===== src/rtl/mem_ctrl_pkg.sv =====
// Shared constants and types for the MEM-stage data-memory access controller.
// Holds funct3 encodings, FSM states, byte-enable patterns and the legality check.
package mem_ctrl_pkg;

    localparam logic [2:0] F3_B  = 3'b000;
    localparam logic [2:0] F3_H  = 3'b001;
    localparam logic [2:0] F3_W  = 3'b010;
    localparam logic [2:0] F3_BU = 3'b100;
    localparam logic [2:0] F3_HU = 3'b101;

    localparam logic [3:0] BE_B = 4'b0001;
    localparam logic [3:0] BE_H = 4'b0011;
    localparam logic [3:0] BE_W = 4'b1111;

    localparam int unsigned CNT_W = 8;

    typedef enum logic [1:0] {
        ST_IDLE,
        ST_BUSY,
        ST_DONE
    } state_t;

    // Unsigned widths exist only for loads; halves and words must be naturally aligned.
    function automatic logic req_legal(input logic we, input logic [2:0] f3,
                                       input logic [1:0] addr_lo);
        logic ok;
        ok = 1'b0;
        case (f3)
            F3_B:          ok = 1'b1;
            F3_H:          ok = ~addr_lo[0];
            F3_W:          ok = (addr_lo == 2'b00);
            F3_BU:         ok = ~we;
            F3_HU:         ok = ~we & ~addr_lo[0];
            default:       ok = 1'b0;
        endcase
        return ok;
    endfunction

endpackage


===== src/rtl/load_data_ext.sv =====
// Load lane select and extension: picks the byte/half addressed by addr_lo out of
// the RAM word and sign- or zero-extends it according to funct3.
module load_data_ext
    import mem_ctrl_pkg::*;
(
    input  logic [31:0] ram_rdata,
    input  logic [2:0]  funct3,
    input  logic [1:0]  addr_lo,
    output logic [31:0] result
);

    logic [7:0]  byte_sel;
    logic [15:0] half_sel;

    always_comb begin
        byte_sel = ram_rdata[7:0];
        case (addr_lo)
            2'd0:    byte_sel = ram_rdata[7:0];
            2'd1:    byte_sel = ram_rdata[15:8];
            2'd2:    byte_sel = ram_rdata[23:16];
            default: byte_sel = ram_rdata[31:24];
        endcase
        half_sel = addr_lo[1] ? ram_rdata[31:16] : ram_rdata[15:0];

        result = ram_rdata;
        case (funct3)
            F3_B:    result = {{24{byte_sel[7]}}, byte_sel};
            F3_BU:   result = {24'd0, byte_sel};
            F3_H:    result = {{16{half_sel[15]}}, half_sel};
            F3_HU:   result = {16'd0, half_sel};
            default: result = ram_rdata;
        endcase
    end

endmodule


===== src/rtl/mem_access_ctrl.sv =====
// MEM-stage data-memory access controller: accepts one load/store, drives a
// registered word-wide RAM port with ack handshake and timeout, returns extended load data.
module mem_access_ctrl
    import mem_ctrl_pkg::*;
#(
    parameter int unsigned TIMEOUT_CYC = 255
) (
    input  logic        clk,
    input  logic        rst_n,
    input  logic        req_valid,
    input  logic        req_we,
    input  logic [2:0]  req_funct3,
    input  logic [31:0] req_addr,
    input  logic [31:0] req_wdata,
    output logic        stall,
    output logic [31:0] rdata,
    output logic        rdata_valid,
    output logic        misalign,
    output logic        bus_err,
    output logic        ram_req,
    output logic        ram_we,
    output logic [3:0]  ram_be,
    output logic [29:0] ram_addr,
    output logic [31:0] ram_wdata,
    input  logic        ram_ack,
    input  logic [31:0] ram_rdata
);

    localparam logic [CNT_W-1:0] CNT_LAST = CNT_W'(TIMEOUT_CYC - 1);

    state_t            state, state_next;
    logic              legal;
    logic              accept;
    logic              timeout;
    logic [CNT_W-1:0]  wait_cnt;
    logic [2:0]        f3_q;
    logic [1:0]        addr_lo_q;
    logic [3:0]        be_calc;
    logic [31:0]       wdata_calc;
    logic [31:0]       ld_ext;

    assign legal   = req_legal(req_we, req_funct3, req_addr[1:0]);
    assign timeout = (state == ST_BUSY) && !ram_ack && (wait_cnt == CNT_LAST);

    always_comb begin
        be_calc    = BE_W;
        wdata_calc = req_wdata;
        case (req_funct3[1:0])
            2'b00: begin
                be_calc    = BE_B << req_addr[1:0];
                wdata_calc = {4{req_wdata[7:0]}};
            end
            2'b01: begin
                be_calc    = BE_H << req_addr[1:0];
                wdata_calc = {2{req_wdata[15:0]}};
            end
            default: begin
                be_calc    = BE_W;
                wdata_calc = req_wdata;
            end
        endcase
    end

    load_data_ext u_ext (
        .ram_rdata (ram_rdata),
        .funct3    (f3_q),
        .addr_lo   (addr_lo_q),
        .result    (ld_ext)
    );

    always_ff @(posedge clk or negedge rst_n) begin
        if (!rst_n) state <= ST_IDLE;
        else        state <= state_next;
    end

    // stall/misalign are gated by rst_n so every output reads 0 while reset is held.
    always_comb begin
        state_next = state;
        stall      = 1'b0;
        misalign   = 1'b0;
        accept     = 1'b0;
        case (state)
            ST_IDLE: begin
                if (req_valid && rst_n) begin
                    if (legal) begin
                        accept     = 1'b1;
                        stall      = 1'b1;
                        state_next = ST_BUSY;
                    end else begin
                        misalign = 1'b1;
                    end
                end
            end
            ST_BUSY: begin
                stall = 1'b1;
                if (ram_ack || timeout) state_next = ST_DONE;
            end
            ST_DONE: state_next = ST_IDLE;
            default: state_next = ST_IDLE;
        endcase
    end

    always_ff @(posedge clk or negedge rst_n) begin
        if (!rst_n) begin
            ram_req     <= 1'b0;
            ram_we      <= 1'b0;
            ram_be      <= '0;
            ram_addr    <= '0;
            ram_wdata   <= '0;
            rdata       <= '0;
            rdata_valid <= 1'b0;
            bus_err     <= 1'b0;
            wait_cnt    <= '0;
            f3_q        <= '0;
            addr_lo_q   <= '0;
        end else begin
            rdata_valid <= 1'b0;
            bus_err     <= 1'b0;
            if (accept) begin
                ram_req   <= 1'b1;
                ram_we    <= req_we;
                ram_be    <= be_calc;
                ram_addr  <= req_addr[31:2];
                ram_wdata <= wdata_calc;
                f3_q      <= req_funct3;
                addr_lo_q <= req_addr[1:0];
                wait_cnt  <= '0;
            end
            if (state == ST_BUSY) begin
                if (ram_ack) begin
                    ram_req     <= 1'b0;
                    ram_we      <= 1'b0;
                    wait_cnt    <= '0;
                    rdata_valid <= ~ram_we;
                    if (!ram_we) rdata <= ld_ext;
                end else if (timeout) begin
                    ram_req  <= 1'b0;
                    ram_we   <= 1'b0;
                    wait_cnt <= '0;
                    rdata    <= '0;
                    bus_err  <= 1'b1;
                end else begin
                    wait_cnt <= wait_cnt + 1'b1;
                end
            end
        end
    end

endmodule


===== config.mk =====
export PLATFORM = sky130hd
export DESIGN_NAME = mem_access_ctrl
export DESIGN_NICKNAME = d
export VERILOG_FILES = /design/src/rtl/mem_ctrl_pkg.sv /design/src/rtl/load_data_ext.sv /design/src/rtl/mem_access_ctrl.sv
export SDC_FILE = /design/constraint.sdc
export NUM_CORES = 1
export LEC_CHECK = 0
export BUFFER_PORTS_ARGS = -buffer_cell sky130_fd_sc_hd__buf_2
export CORE_UTILIZATION = 42
export CTS_BUF_LIST = sky130_fd_sc_hd__clkbuf_16
export CTS_CLUSTER_SIZE = 24
export DETAILED_ROUTE_END_ITERATION = 8
export PLACE_DENSITY_LB_ADDON = 0.25
export SLEW_MARGIN = 10
export SYNTH_ARGS = -nofsm -noshare
export SYNTH_HDL_FRONTEND = slang
export SYNTH_SLANG_ARGS = --single-unit

===== constraint.sdc =====
create_clock -name clk -period 1.67 [get_ports clk]
set_input_delay 0.2505 -clock clk [delete_from_list [all_inputs] [get_ports clk]]
set_output_delay 0.2505 -clock clk [all_outputs]
set_load 0.1 [all_outputs]

Yosys cells after proc, flatten, opt, wreduce, memory -nomap -nowiden

Cells that the tools add are included.

Register bits after elaboration: 117
Logic and storage cells: 87

$add $sub $neg: 1
Equal/unequal tests: 16
Shifts and indexed selects: 2
Multiplexer cells: 37
Bitwise logic cells: 4
Reductions and logical operators: 15

Operator list:

| kind                                                                   | count |
|---|---|
| 32-bit case mux with 4 select lines                                    | 1 |
| 32-bit two-way mux                                                     | 3 |
| 32-bit case mux with 2 select lines                                    | 1 |
| 8-bit two-way mux                                                      | 4 |
| 8-bit case mux with 3 select lines                                     | 1 |
| 1-bit two-way mux                                                      | 19 |
| 16-bit two-way mux                                                     | 1 |
| 3-bit equality test (second input constant)                            | 4 |
| 8-bit by 1-bit adder with 8-bit output (second input constant)         | 1 |
| 8-bit equality test (second input constant)                            | 1 |
| 2-bit zero test                                                        | 4 |
| 2-bit inequality test (second input constant)                          | 4 |
| 4-bit case mux with 2 select lines                                     | 1 |
| 2-bit by 1-bit equality test with 1-bit output (second input constant) | 3 |
| 3-bit by 1-bit equality test with 1-bit output (second input constant) | 2 |
| 3-bit zero test                                                        | 2 |
| 2-bit two-way mux                                                      | 3 |
| 3-bit AND reduction                                                    | 2 |
| 1-bit case mux with 5 select lines                                     | 1 |
| 2-bit case mux with 2 select lines                                     | 1 |
| 2-bit nonzero test                                                     | 2 |
| 1-bit by 2-bit left shift with 4-bit output (first input constant)     | 1 |
| 2-bit by 2-bit left shift with 4-bit output (first input constant)     | 1 |
| 3-bit by 2-bit equality test with 1-bit output (second input constant) | 1 |
| other kinds (7)                                                        | 11 |

Depth between registers and ports, before layout

Gate-level depths: netlist of run 1.

Depth after elaboration: 10
Gate-level depth with buffers: 8
Depth with buffers taken out: 6

Modules after synthesis

A second synthesis of run 1 with hierarchy kept.

Cells, all modules: 600
Area total of the unflattened synthesis: 5773.0 µm²

Modules (own cells, without submodules):

| module          | times used | cells an instance | area an instance (µm²) | seq. area each (µm²) |
|---|---|---|---|---|
| mem_access_ctrl | 1          | 467               | 4803.4                 | 2927.8 |
| load_data_ext   | 1          | 133               | 969.7                  | 0.0 |

Worst setup path after synthesis of run 1

Ideal clock, no wire load.

Path kind: register -> output
Start: register state[0]
End: output misalign
Arrival: 2.685 ns
Data required time: 1.419 ns
Path slack: -1.266 ns
Stages on the path, launching flop included: 3
Buffers on the path: 0
Cell sequence: dfrtp_1 > nand4bb_1 > nor3_1

Longest elaborated chain between the ends: 2

Ends and longest elaborated chain:

| element                  | line                  | source |
|---|---|---|
| start: declaration       | mem_access_ctrl.sv:31 | `state_t state, state_next;` |
| start signal: assignment | mem_access_ctrl.sv:73 | `else state <= state_next;` |
| 2-bit zero test          | mem_access_ctrl.sv:82 | `case (state)` |
| 1-bit two-way mux        | mem_access_ctrl.sv:82 |  |
| end: declaration         | mem_access_ctrl.sv:18 | `output logic misalign,` |

No other way between the ends.

Worst setup path in the final report of run 1

Start: register state[0]
End: output stall

Longest elaborated chain between the ends: 2
Elaborated cells between the ends (all ways): 3
Those cells by class: eq/ne: 1; mux: 1; reduce/logical: 1

Ends and longest elaborated chain:

| element                                                                                  | line                  | source |
|---|---|---|
| 2-bit by 1-bit equality test with 1-bit output / 2-bit zero test (equally long branches) | mem_access_ctrl.sv:82 |  |
| 1-bit case mux with 2 select lines *                                                     | mem_access_ctrl.sv:82 |  |
| end: declaration                                                                         | mem_access_ctrl.sv:15 | `output logic stall,` |

Mark *: on every way between the ends. The rest lies on a longest branch, timed or not.

==> metrics.md, run 1 <==
| Metric | Value |
|---|---|
| Status | `finished with violations` |
| Violated checks | `setup timing` |
| I/O pin count | `~210` |
| Fin area | `roughly 7700 µm²` |
| RSZ-0062 raised after global routing | `true` |
| Core Util, Final | `0.6294` |
| Setup WS post-layout | `-0.2013 ns` |
| Setup violators final | `32` |
| Routed via count | `4717` |
| First-pass DRT Iterations | `4` |
| Final Max Slew Viols | `0` |
| Clk slew on worst S/H paths | `roughly 0.05 ns` |
| Crit start category | `flip-flop` |
| Die Ht | `~110 µm` |
| Sequential-to-total area share from yosys stat | `0.5475` |
| Crit path arrival time | `1.62 ns` |
| Worst VDD drop | `0.001328 V` |
| Critical-path top delay cell | `dfrtp_1` |
| Area Growth Syn to Fin | `43.73%` |
| Area of the mapped netlist | `about 5300 µm²` |
| Initial Util | `0.4379` |
| Post-synth EDFFs | `0` |
| Post-synth top area share | `0.5475` |
| DR iter-0 viols | `~340` |
| Placer Congestion | `between 0.7 and 0.8` |
| Non-filler instance count after layout | `around 900` |
| Setup Skew | `0.007095 ns` |
| Mean Syn Cell Area | `between 10 and 15 µm²` |
| Cell breakdown of the critical path | `buf_4 -> buf_4 -> nand2b_4 -> buf_4 -> and2_4 -> inv_6 -> buf_12` |
| Dpl hpwl | `about 10000 µm` |
| FILL cells | `1005` |
| Most frequent cells after synthesis | `dfrtp_1 (117), nand2_1 (53), mux2_1 (42)` |
| Crit end category | `primary output` |
| Max cap viols | `0` |
| Synth Net Count | `~600` |
| Lkg Pwr | `a little under 4 nW` |
| Largest net degree at the start of global routing | `roughly 120` |
| Layout cell share with drive strength beyond 1 | `0.4318` |
| FF+latch count, synth | `~120` |
| Worst skew pair latency | `roughly 0.41 ns` |
| CP most frequent cell | `buf_4` |
| Period minus WS final | `~1.9 ns` |
| Seq. cell area | `2933 µm²` |
| Period utilisation layout | `1.121` |
| Ys async rst share | `1.000` |
| Highest Clock Rate | `roughly 530 MHz` |
| Power Density | `approximately 2200 nW/µm²` |
| Cells after Synth | `between 400 and 500` |
| Clk sinks | `between 100 and 150` |
| Port bufs | `around 210` |
| Hold Vio Cnt, Final | `0` |
| Gr usage total | `0.2282` |
| Worst EP required | `1.42 ns` |
| CTS tree | `built` |
| First-pass GRT wire length | `23000 µm` |
| Clock Tree Buf Depth | `2` |
| Die width | `~110 µm` |
| Crit Path Max Fanout | `6` |
| Clk root buf | `clkbuf_16` |
| CTS Buf Count | `17` |
| Nets@finish | `between 800 and 900` |
| Yosys cell types | `just under 50` |
| R2R depth | `8` |
| Hold Path Cell Cnt | `2` |
| Post-Route Setup TNS | `-3.902 ns` |
| # DRC | `0` |
| Critical path class | `reg -> out` |
| Antenna violations before repair | `1` |
| Multi-input gate area | `approximately 2300 µm²` |
| Die area | `13190 µm²` |
| Core area | `12210 µm²` |
| Vias per inst | `around 5.2` |
| Row count | `40` |
| Placed insts | `between 800 and 900` |
| Drt wl/cell | `16.32 µm` |
| Top post-synthesis cells by area | `dfrtp_1 (55%), mux2_1 (8.8%), mux2i_1 (5.1%), nand2_1 (3.7%), o21ai_1 (2.8%)` |
| Least-Margin Pin Slew | `approximately 0.61 ns` |
| Vias in the first global route | `roughly 4800` |
| Count leader, synth | `dfrtp_1` |
| # H-tree levels | `4` |
| Most used DFF post-synth | `dfrtp_1` |
| CP max stage delay | `0.38 ns` |
| Routed Antenna Nets | `0` |
| Relative slew slack | `0.5914` |
| Synth Warn # | `0` |
| Top cell type by total area after synthesis | `dfrtp_1` |
| Grt total ovfl | `0` |
| Pre-CTS WS | `-0.06495 ns` |
| Area after DPL | `6882 µm²` |
| Total wire length | `~15000 µm` |
| Hold Path Class | `in -> reg` |
worst max-delay path: cells and delay by family, from the launching register on:
family	cells	cell delay, ns
buffers and inverters	5	0.59
flip-flops	1	0.38
AND/OR/NAND/NOR	2	0.24
path summary, 6_finish.rpt:
| check | startpoint | end | slack (ns) |
|---|---|---|---|
| worst min-delay path | req_addr[8] | ram_addr[6] | 0.05 |
| worst max-delay path | state[0] | stall | -0.20 |
| max in group asynchronous | rst_n | ram_we | 0.59 |
| min in group asynchronous | rst_n | ram_addr[29] | 0.58 |
| worst min register to register | ram_wdata[22] | ram_wdata[22] | 0.48 |
| worst max register to register | state[1] | rdata[20] | -0.19 |
timing repair:
item	in CTS	in global routing
pin swaps	12	11
hold buffers	1	0
gates cloned	0	4
gates resized for setup	7	14
hold endpoints to repair	116	0
buffers inserted	5	5
setup endpoints to repair	9	75
per-layer routing:
| metal | GRT usage | wire length, µm | vias up |
|---|---|---|---|
| li1 | - | - | 2222 |
| met4 | 0.09957 | 291 | 0 |
| met1 | 0.2598 | 5927 | 2280 |
| met3 | 0.07644 | 1169 | 23 |
| met2 | 0.3912 | 7464 | 192 |
| met5 | 0 | 0 | - |
registers in the layout (all words and copies together) (netlist names):
name,count
f3_q,3
addr_lo_q,2
ram_addr,30
ram_wdata,32
wait_cnt,8
state,2
ram_req,1
rdata_valid,1
ram_be,4
rdata,32
ram_we,1
bus_err,1
stage by stage:
step,hold slack [ns],total power (W)
after detailed placement,0.4330,0.01367
after CTS,0.03125,0.01710
final,0.05455,0.01705
after floorplan,-0.04509,0.01193
after global placement,0.4290,0.01356
after global routing,0.03170,0.01771
cell usage in the layout, fill, tap and decap left out, types with 2 or more instances in the layout:
| cell | instances |
|---|---|
| mux2_1 | 42 |
| ha_1 | 2 |
| or3_1 | 2 |
| mux2i_1 | 27 |
| a21oi_1 | 25 |
| buf_2 | 204 |
| clkinv_2 | 4 |
| a22oi_1 | 16 |
| a211o_1 | 2 |
| o2bb2ai_1 | 3 |
| buf_4 | 42 |
| clkbuf_16 | 20 |
| a21o_1 | 3 |
| nor2b_1 | 2 |
| mux2_2 | 9 |
| o21ai_0 | 9 |
| inv_1 | 6 |
| a32o_1 | 7 |
| nand3_1 | 2 |
| o21ai_1 | 30 |
| a221o_1 | 6 |
| nor3_1 | 9 |
| clkinv_1 | 3 |
| dfrtp_1 | 115 |
| nor2_1 | 33 |
| bufinv_16 | 2 |
| o21a_1 | 3 |
| nand2b_1 | 8 |
| nand2_1 | 53 |
| o211ai_1 | 2 |
| buf_12 | 5 |
| clkinvlp_4 | 2 |
| buf_6 | 7 |
| a22o_1 | 2 |
report_power, final:
part | switching (W) | internal [W] | total (W)
sequential | 0.000504 | 0.00376 | 0.00426
combinational | 0.00780 | 0.00164 | 0.00944
clock | 0.00122 | 0.00214 | 0.00335
kinds of logic after synthesis:
kind of cell | count (synthesis) | synth area share
AOI/OAI and AO/OA | 116 | 0.1446
buffers and inverters | 39 | 0.03556
adders and majority gates | 2 | 0.004679
muxes | 79 | 0.1600
DFF | 117 | 0.5475
xor gates and xnor gates | 1 | 0.001638
and+or+nand+nor | 123 | 0.1060
final cells by class:
type | instances | share of cell area
multi-input combinational | 322 | 0.3013
timing repair buffer | 264 | 0.2137
tap | 168 | 0.02735
clock buffer | 17 | 0.05535
inverter | 8 | 0.004884
clock inverter | 13 | 0.01546
antenna | 1 | 0.0003256
sequential | 117 | 0.3816
(Power assumes the default switching activity.)
==> run 2, diff against run 1 <==
- CORE_MARGIN: not set -> 1.5
- clock period: 1.67 -> 1.9 ns (I/O delays scaled with it)
==> run 2 against run 1 <==
Compared with the run above: the run ends with hold timing left; sequential share of layout area up 2.0 points; wire length down 1.7%; cell area down 5.1%; via count down 3.9%; sequential cell count unchanged; critical endpoint unchanged.
==> metrics.md, run 2 (same netlist as run 1, synthesis figures left out) <==
| Metric | Value |
|---|---|
| Status | `finished with violations` |
| Violated checks | `hold timing` |
| Setup crit start | `state[0]` |
| Core area | `around 13000 µm²` |
| Setup Skew | `0.007243 ns` |
| Layout cell share with drive strength beyond 1 | `0.3986` |
| Die Ht | `~120 µm` |
| Total wire length | `14590 µm` |
| Initial Util | `0.4272` |
| Worst hold margin | `-0.02313 ns` |
| Largest registers | `ram_wdata (32), rdata (32), ram_addr (30)` |
| # H-tree levels | `4` |
| Period utilisation layout | `0.9942` |
| Grt total ovfl | `0` |
| CP max stage delay | `between 0.3 and 0.4 ns` |
| Hold Vio Cnt, Final | `12` |
| Least-Margin Pin Slew | `~0.67 ns` |
| Crit path arrival time | `approximately 1.6 ns` |
| Critical-path top delay cell | `dfrtp_1` |
| Antenna violations before repair | `0` |
| CTS tree | `built` |
| Clk slew on worst S/H paths | `approximately 0.050 ns` |
| Fin area | `roughly 7300 µm²` |
| Vias per inst | `between 5 and 6` |
| Area after DPL | `around 6700 µm²` |
| Dpl hpwl | `roughly 10000 µm` |
| Routed Antenna Nets | `0` |
| Max cap viols | `0` |
| DR iter-0 viols | `~310` |
| Cell breakdown of the critical path | `nand4bb_4 -> o21bai_4 -> and2_4 -> inv_4 -> buf_12` |
| Largest net degree at the start of global routing | `118` |
| Hold Path Class | `in -> async` |
| Critical path class | `reg -> out` |
| Vias in the first global route | `around 4600` |
| Commonest non-fill, non-tap cell in the layout | `buf_2` |
| Setup violators final | `0` |
| Area Growth Syn to Fin | `36.43%` |
| Nets@finish | `~810` |
| Row count | `around 40` |
| CTS Buf Count | `17` |
| FILL cells | `between 1000 and 1500` |
| Clk sinks | `117` |
| Commonest cells after routing, fill and taps aside | `buf_2 (204), dfrtp_1 (116), nand2_1 (53), mux2_1 (42), nor2_1 (33)` |
| # DRC | `0` |
| Ant. Diodes | `0` |
| Clock Tree Buf Depth | `2` |
| Gr usage total | `0.2243` |
| RSZ-0062 raised after global routing | `true` |
| Worst EP required | `~1.6 ns` |
| Die width | `115.8 µm` |
| Crit Path Max Fanout | `2` |
| Routed via count | `between 4000 and 5000` |
| Clk root buf | `clkbuf_16` |
| Period minus WS final | `approximately 1.9 ns` |
| Placer Congestion | `between 0.8 and 0.9` |
| Crit end category | `primary output` |
| Final Max Slew Viols | `0` |
| Drt wl/cell | `about 17 µm` |
| Worst skew pair latency | `0.41 ns` |
| Port bufs | `207` |
| I/O pin count | `approximately 210` |
| Worst r2r src | `state[1]` |
| Highest Clock Rate | `approximately 530 MHz` |
| Relative slew slack | `0.5534` |
| Die area | `13420 µm²` |
| First-pass DRT Iterations | `4` |
| First-pass GRT wire length | `between 20000 and 25000 µm` |
| Crit start category | `flip-flop` |
[run 2: cell count changes in the layout (fill, tap and decap cells not counted), sizes merged]
cell,change
clkinv,-1
a211o,-1
diode,-1
clkbuf,-1
buf,-28
bufinv,-2
inv,+4
clkinvlp,-1
dlygate4sd3,-1
[run 2: layout make-up]
cell class / count / area [µm²] / share of cell area
clock buffer: 17 / 425.4 / 0.05831
clock inverter: 13 / 56.30 / 0.007717
inverter: 8 / 35.03 / 0.004802
multi-input combinational: 321 / 2291 / 0.3140
sequential: 117 / 2929 / 0.4015
tap: 172 / 215.2 / 0.02950
timing repair buffer: 234 / 1344 / 0.1842
[run 2: path summary, 6_finish.rpt]
kind	endpoint	slack, ns	depth (start not counted)
min reg2reg	ram_wdata[29]	0.48	2
max	stall	0.01	5
min	ram_be[3]	-0.02	2
max in group asynchronous	ram_we	1.35	2
max reg2reg	rdata[4]	0.07	7
min in group clk	ram_addr[8]	0.09	2
[run 2: worst max-delay path: cells and delay by family, from the launching register on]
family | cells | cell delay [ns]
DFF | 1 | 0.38
and+or+nand+nor | 2 | 0.40
buffers and inverters | 2 | 0.22
AOI/OAI and AO/OA | 1 | 0.19
[run 2: metrics by stage]
step                      instances    util   TNS, ns  setup WS (ns)  hold slack (ns)
after floorplan                 477       -         0        0.05711         -0.01059
after global placement          845  0.5339         0         0.1534           0.4605
after detailed placement        845  0.5339         0         0.1322           0.4708
after CTS                       879  0.5765  -0.02444       -0.02444          0.05765
after global routing            882  0.5829  -0.03950       -0.03950          0.08099
final                           882  0.5829         0        0.01093         -0.02313
[run 2: layer usage]
layer / track usage / vias to the layer above / share of wire
met5: 0 / - / 0
met4: 0.1000 / 0 / 0.026
met3: 0.07322 / 25 / 0.083
met2: 0.3741 / 181 / 0.49
met1: 0.2647 / 2172 / 0.41
li1: - / 2155 / -
[run 2: what timing repair did]
item                       in CTS  in global routing
gates resized for setup         3                  5
buffers inserted                4                  1
hold buffers                    0                  0
pin swaps                       2                  2
hold endpoints to repair        0                  0
cloned                          0                  2
setup endpoints to repair       2                  7
Power of run 2 is left out: the tool's default activity adds up to more than one toggle a clock period on the data nets, which glitch-free logic cannot reach.
